$ cat config.mk
export PLATFORM = sky130hd
export DESIGN_NAME = bnn_weight_streamer_flat
export DESIGN_NICKNAME = d
export VERILOG_FILES = /design/src/rtl/bnn_weight_streamer_pkg.sv /design/src/rtl/bnn_weight_streamer_if.sv /design/src/rtl/bnn_lane_serialiser.sv /design/src/rtl/bnn_weight_streamer.sv /design/src/flat_wrapper.sv
export SDC_FILE = /design/constraint.sdc
export NUM_CORES = 2
export LEC_CHECK = 0
export BUFFER_PORTS_ARGS = -buffer_cell sky130_fd_sc_hd__buf_2
export CORE_ASPECT_RATIO = 0.8
export CORE_UTILIZATION = 25
export DETAILED_ROUTE_END_ITERATION = 8
export SYNTH_ARGS = -nofsm -noshare
export SYNTH_HDL_FRONTEND = slang
export SYNTH_SLANG_ARGS = --single-unit
$ cat constraint.sdc
create_clock -name clk -period 4.9 [get_ports clk]
set_input_delay 0.245 -clock clk [delete_from_list [all_inputs] [get_ports clk]]
set_output_delay 0.245 -clock clk [all_outputs]
set_load 0.05 [all_outputs]
$ cat src/rtl/bnn_weight_streamer_pkg.sv
// Shared constants and helpers for the BNN weight streamer.
package bnn_stream_pkg;
   localparam int NUM_CH_DEF = 10;
   localparam int WORD_W_DEF = 32;
   localparam int DEPTH_DEF  = 4;
   localparam int CONV_LANE  = NUM_CH_DEF;

   function automatic int lane_w(input int num_ch);
      return $clog2(num_ch + 1);
   endfunction
endpackage

$ cat src/rtl/bnn_weight_streamer_if.sv
// Host word-write port: request, target lane, data and per-lane ready.
interface bnn_weight_streamer_if
   import bnn_stream_pkg::*;
#(
   parameter int NUM_CH = NUM_CH_DEF,
   parameter int WORD_W = WORD_W_DEF
);
   localparam int LANE_W = lane_w(NUM_CH);

   logic              wr_valid;
   logic              wr_ready;
   logic [LANE_W-1:0] wr_lane;
   logic [WORD_W-1:0] wr_data;

   modport master (output wr_valid, output wr_lane, output wr_data, input wr_ready);
   modport slave  (input wr_valid, input wr_lane, input wr_data, output wr_ready);
endinterface

$ cat src/rtl/bnn_lane_serialiser.sv
// One weight lane: word FIFO feeding a down-counting LSB-first bit serialiser.
module bnn_lane_serialiser #(
   parameter int WORD_W = 32,
   parameter int DEPTH  = 4
) (
   input  logic              clk,
   input  logic              rstn,
   input  logic              flush,
   input  logic              push,
   input  logic [WORD_W-1:0] push_data,
   input  logic              consume,
   input  logic              clr_err,
   output logic              full,
   output logic              bit_out,
   output logic              empty,
   output logic              underrun
);
   localparam int AW = $clog2(DEPTH);
   localparam int CW = $clog2(WORD_W + 1);

   logic [WORD_W-1:0] mem [DEPTH];
   logic [AW:0]       rd_ptr;
   logic [AW:0]       wr_ptr;
   logic [WORD_W-1:0] sh;
   logic [CW-1:0]     cnt;
   logic              fifo_empty;
   logic              do_push;
   logic              reload;
   logic              starved;

   assign fifo_empty = (rd_ptr == wr_ptr);
   assign full       = (rd_ptr[AW-1:0] == wr_ptr[AW-1:0]) && (rd_ptr[AW] != wr_ptr[AW]);
   assign do_push    = push && !full;
   assign starved    = (cnt == '0);
   assign reload     = !fifo_empty && (starved || (cnt == CW'(1) && consume));

   // sh is zero whenever cnt is zero, so sh[0] is directly the lane output.
   assign bit_out = sh[0];
   assign empty   = fifo_empty && starved;

   always_ff @(posedge clk) begin
      if (do_push && !flush)
         mem[wr_ptr[AW-1:0]] <= push_data;
   end

   always_ff @(posedge clk or negedge rstn) begin
      if (!rstn) begin
         rd_ptr   <= '0;
         wr_ptr   <= '0;
         sh       <= '0;
         cnt      <= '0;
         underrun <= 1'b0;
      end else if (flush) begin
         rd_ptr   <= '0;
         wr_ptr   <= '0;
         sh       <= '0;
         cnt      <= '0;
         underrun <= 1'b0;
      end else begin
         if (do_push)
            wr_ptr <= wr_ptr + 1'b1;
         if (reload) begin
            rd_ptr <= rd_ptr + 1'b1;
            sh     <= mem[rd_ptr[AW-1:0]];
            cnt    <= CW'(WORD_W);
         end else if (consume && !starved) begin
            sh  <= sh >> 1;
            cnt <= cnt - CW'(1);
         end
         if (consume && starved)
            underrun <= 1'b1;
         else if (clr_err)
            underrun <= 1'b0;
      end
   end
endmodule

$ cat src/rtl/bnn_weight_streamer.sv
// BNN weight streamer: host word writes fan out to NUM_CH FC lanes plus one conv lane.
// Optional pixel binariser enabled by defining BNN_IMG_BIN_EN.
module bnn_weight_streamer
   import bnn_stream_pkg::*;
#(
   parameter int NUM_CH = NUM_CH_DEF,
   parameter int WORD_W = WORD_W_DEF,
   parameter int DEPTH  = DEPTH_DEF
) (
   input  logic                 clk,
   input  logic                 rstn,
   input  logic                 flush,
   bnn_weight_streamer_if.slave wr,
   input  logic                 fc_ivalid,
   input  logic                 weight_en_0,
   input  logic                 weight_en_1,
   output logic [NUM_CH-1:0]    fc_weight,
   output logic                 conv_weight,
   output logic [NUM_CH:0]      lane_empty,
   output logic [NUM_CH:0]      underrun,
   input  logic                 clr_err
`ifdef BNN_IMG_BIN_EN
   ,
   input  logic                 pix_valid,
   input  logic [7:0]           pix_data,
   output logic                 image_bit
`endif
);
   localparam int LANE_W = lane_w(NUM_CH);
   localparam int NL     = NUM_CH + 1;

   logic [NL-1:0] lane_full;
   logic [NL-1:0] lane_push;
   logic [NL-1:0] lane_consume;
   logic [NL-1:0] lane_bit;
   logic          lane_in_range;
   logic          wr_accept;

   assign lane_in_range = (wr.wr_lane <= LANE_W'(NUM_CH));

   // Out-of-range lanes always look ready so the host write is swallowed.
   always_comb begin
      wr.wr_ready = 1'b1;
      if (lane_in_range)
         wr.wr_ready = ~lane_full[wr.wr_lane];
   end

   assign wr_accept    = wr.wr_valid && wr.wr_ready;
   assign lane_consume = {weight_en_0 | weight_en_1, {NUM_CH{fc_ivalid}}};

   for (genvar g = 0; g < NL; g++) begin : g_lane
      assign lane_push[g] = wr_accept && (wr.wr_lane == LANE_W'(g));

      bnn_lane_serialiser #(
         .WORD_W (WORD_W),
         .DEPTH  (DEPTH)
      ) u_lane (
         .clk       (clk),
         .rstn      (rstn),
         .flush     (flush),
         .push      (lane_push[g]),
         .push_data (wr.wr_data),
         .consume   (lane_consume[g]),
         .clr_err   (clr_err),
         .full      (lane_full[g]),
         .bit_out   (lane_bit[g]),
         .empty     (lane_empty[g]),
         .underrun  (underrun[g])
      );
   end

   assign fc_weight   = lane_bit[NUM_CH-1:0];
   assign conv_weight = lane_bit[NUM_CH];

`ifdef BNN_IMG_BIN_EN
   logic unused_pix_low;
   assign unused_pix_low = ^pix_data[6:0];

   always_ff @(posedge clk or negedge rstn) begin
      if (!rstn)
         image_bit <= 1'b0;
      else if (pix_valid)
         image_bit <= ~pix_data[7];
   end
`endif
endmodule
$ cat src/flat_wrapper.sv
// flat-port wrapper written by rule: the top's interface ports become plain ports
module bnn_weight_streamer_flat import bnn_stream_pkg::*;
#(
   parameter int NUM_CH = NUM_CH_DEF,
   parameter int WORD_W = WORD_W_DEF,
   parameter int DEPTH  = DEPTH_DEF
)
  (clk, rstn, flush, fc_ivalid, weight_en_0, weight_en_1, fc_weight, conv_weight, lane_empty, underrun, clr_err, wr_wr_valid, wr_wr_lane, wr_wr_data, wr_wr_ready);
  bnn_weight_streamer_if #(.NUM_CH(NUM_CH), .WORD_W(WORD_W)) wr_i ();
  input  logic clk;
  input  logic rstn;
  input  logic flush;
  input  logic fc_ivalid;
  input  logic weight_en_0;
  input  logic weight_en_1;
  output logic [NUM_CH-1:0] fc_weight;
  output logic conv_weight;
  output logic [NUM_CH:0] lane_empty;
  output logic [NUM_CH:0] underrun;
  input  logic clr_err;
  input wire logic [$bits(wr_i.wr_valid)-1:0] wr_wr_valid;
  input wire logic [$bits(wr_i.wr_lane)-1:0] wr_wr_lane;
  input wire logic [$bits(wr_i.wr_data)-1:0] wr_wr_data;
  output wire logic [$bits(wr_i.wr_ready)-1:0] wr_wr_ready;
  assign wr_i.wr_valid = wr_wr_valid;
  assign wr_i.wr_lane = wr_wr_lane;
  assign wr_i.wr_data = wr_wr_data;
  assign wr_wr_ready = wr_i.wr_ready;
  bnn_weight_streamer #(.NUM_CH(NUM_CH), .WORD_W(WORD_W), .DEPTH(DEPTH)) u_core (.clk(clk), .rstn(rstn), .flush(flush), .wr(wr_i), .fc_ivalid(fc_ivalid), .weight_en_0(weight_en_0), .weight_en_1(weight_en_1), .fc_weight(fc_weight), .conv_weight(conv_weight), .lane_empty(lane_empty), .underrun(underrun), .clr_err(clr_err));
endmodule
==> run summary <==
Worst Clk Skew: 0.0289 ns
count leader, synth: edfxtp_1
min cycle time layout: 3.59 ns
first-pass GRT wire length: 267 mm
CP max FO: 5
Setup violations, final: 0
core area: 305000 um^2
pwr dens: 448 nW/um^2
syn nets: 4506
Mapped Avg Cell Area: 17.5 um^2
placer congestion estimate: 0.746
pin count of the biggest net entering global routing: 140
vias in the first global route: 40532
final wirelength: 178 mm
asr flop ratio synth: 26.0%
Vias/cell: 4.51
type of origin of the critical path: flip-flop
crit path kind: reg -> out
sequential area share after synthesis: 71.2%
Final Hold Vio Count: 0
Num CTS Buffers: 186
Tightest Hold Check Type: in -> reg
first drt pass iteration count: 5
crit path launch: u_core.g_lane[4].u_lane.cnt[2]
I/O pin count: 78
max cap viols: 0
Clock transition at path regs: 0.07 ns
chip height: 498 um
clock root cell: clkbuf_16
Starting Density: 25.2%
Post-synth top flop: edfxtp_1
Die X: 622 um
status: complete, no violations
DRT iter0 DRCs: 3089
row cnt: 181
RR Startpoint: u_core.g_lane[9].u_lane.rd_ptr[1]
top-area cell type share of the netlist area: 55.1%
Slew Viols, Final: 0
Final Cycle Share: 73.2%
max incr delay on CP: 0.96 ns
nets: 4615
Total Power: 39.5 mW
Slew HR: 19.1%
DRC errors left: 0
proportion of layout cells with a drive suffix above 1: 20.2%
Synth top cells by count: 1408 x edfxtp_1, 495 x dfrtp_1, 462 x nor2_1
VDD IR max: 0.289 mV
utilization after layout: 29.0%
post-DP HPWL: 92.7 mm
CTS max path bufs: 3
final instance area: 88300 um^2
placed cell area: 82000 um^2
input/output buffers: 77
remaining global-route overflow: 0
Die ar.: 309000 um^2
unrepaired setup endpoints after global routing: false
Post-Synthesis Cells: 4385
gr usage total: 11.3%
Peak Freq: 279 MHz
top cells by area, synth: edfxtp_1 55%, dfrtp_1 16%, mux4_2 10%
initial antenna violation count: 19
worst-path cell chain: nor4_1, nand2_1, nor3_1, buf_2
worst hold path startpoint: wr_wr_data[26]
antenna viol nets, final: 0
Post-synth EDFFs: 1408
warnings from Yosys: 0
Critical Path AT: 3.34 ns
Static Leakage: 29.7 nW
flop-to-flop setup slack: 1.89 ns
Seq cells post-synth: 1903
H-tree levels: 4
layout overhead on the synthesized area: 15.0%
Worst-Margin Slew: 1.20 ns
Max stage delay cell, worst path: nor4_1
Syn Std Cell Area: 76800 um^2
post-synth top area cell: edfxtp_1
Vias: 39259
Critical Path End Type: output pin
CTS tree: done
Avg WL per Cell: 20.4 um
Final TNS setup: 0 ns
Hold WS: 0.101 ns
CP Data Required Time: 4.66 ns
Clk Latency, worst-skew pair: 0.82 ns
CTS Sinks: 1903
Unique masters post-synth: 68
[critical path: cells and delay by family (launching register included)]
kind                   cells  cell delay, ns
and+or+nand+nor            3            1.70
DFF                        1            0.43
buffers and inverters      1            0.39
[cells in the final DEF (no fill, tap or decap), types with 65 or more instances in the layout]
cell | synthesis | routed
a211oi_1 | 321 | 321
buf_2 | 58 | 75
buf_4 | 32 | 130
clkbuf_16 | 0 | 188
dfrtp_1 | 495 | 484
edfxtp_1 | 1408 | 1408
ha_1 | 77 | 77
mux2i_1 | 319 | 319
mux4_2 | 352 | 352
nand2_1 | 77 | 75
nor2_1 | 462 | 462
xnor2_1 | 65 | 65
xor2_1 | 73 | 73
[final cells by class]
| cell class | instances | area [um^2] |
|---|---|---|
| flip-flops and latches | 1903 | 54700 |
| fillers | 29975 | 217000 |
| well taps | 4026 | 5040 |
| repair buffers | 217 | 1510 |
| multi-input cells | 2136 | 20700 |
| clock buffers | 253 | 5160 |
| diodes | 13 | 32.5 |
| clock inverters | 101 | 965 |
| inverters | 50 | 188 |
[layer usage]
layer	wire [um]	up-vias	share of wire, %	track usage [%]
met1	81100	20881	46	15.7
met2	85700	829	48	18.6
met5	13	-	0.0073	0
li1	-	17328	-	-
met4	3080	2	1.7	2.70
met3	7740	219	4.4	1.65
[kinds of logic after synthesis]
group | Yosys count | synth area share [%]
AND/OR/NAND/NOR | 752 | 4.35
flip-flops | 1903 | 71.2
adder cells (fa/ha/maj) | 77 | 1.26
AO/OA/AOI/OAI | 497 | 5.04
buffers and inverters | 346 | 2.06
XOR/XNOR | 138 | 1.57
multiplexers | 672 | 14.5
[power breakdown]
group	switching [mW]	total (mW)	internal, mW
clock	6.16	14.3	8.15
combinational	4.09	6.59	2.50
sequential	0.598	18.6	18.0
total	10.8	39.5	28.7
[through the flow]
stage                     worst slack (ns)  cells
after floorplan                      0.347   4385
after global placement                1.67   8325
after detailed placement              1.68   8325
after CTS                             1.08   8686
after global routing                 0.987   8686
final                                 1.31   8699
[registers in the layout, indices dropped and copies added (netlist names)]
name,cells
u_core.g_lane.u_lane.underrun,11
u_core.g_lane.u_lane.cnt,66
u_core.g_lane.u_lane.sh,352
u_core.g_lane.u_lane.wr_ptr,33
u_core.g_lane.u_lane.rd_ptr,33
u_core.g_lane.u_lane.mem,1408
[timing repair]
action,in CTS,in global routing
hold buffers,7,0
buffers inserted,0,0
resized for setup,0,0
endpoints found under the hold margin,137,0
[worst paths after layout]
kind | depth (start not counted) | to
hold reg to reg | 2 | u_core.g_lane[7].u_lane.underrun
setup / recovery | 4 | lane_empty[4]
min in group asynchronous | 2 | u_core.g_lane[5].u_lane.sh[20]
max in group asynchronous | 3 | u_core.g_lane[8].u_lane.rd_ptr[0]
hold / removal | 2 | u_core.g_lane[2].u_lane.mem[1][26]
setup reg to reg | 7 | u_core.g_lane[9].u_lane.sh[0]
(Power assumes the default switching activity.)
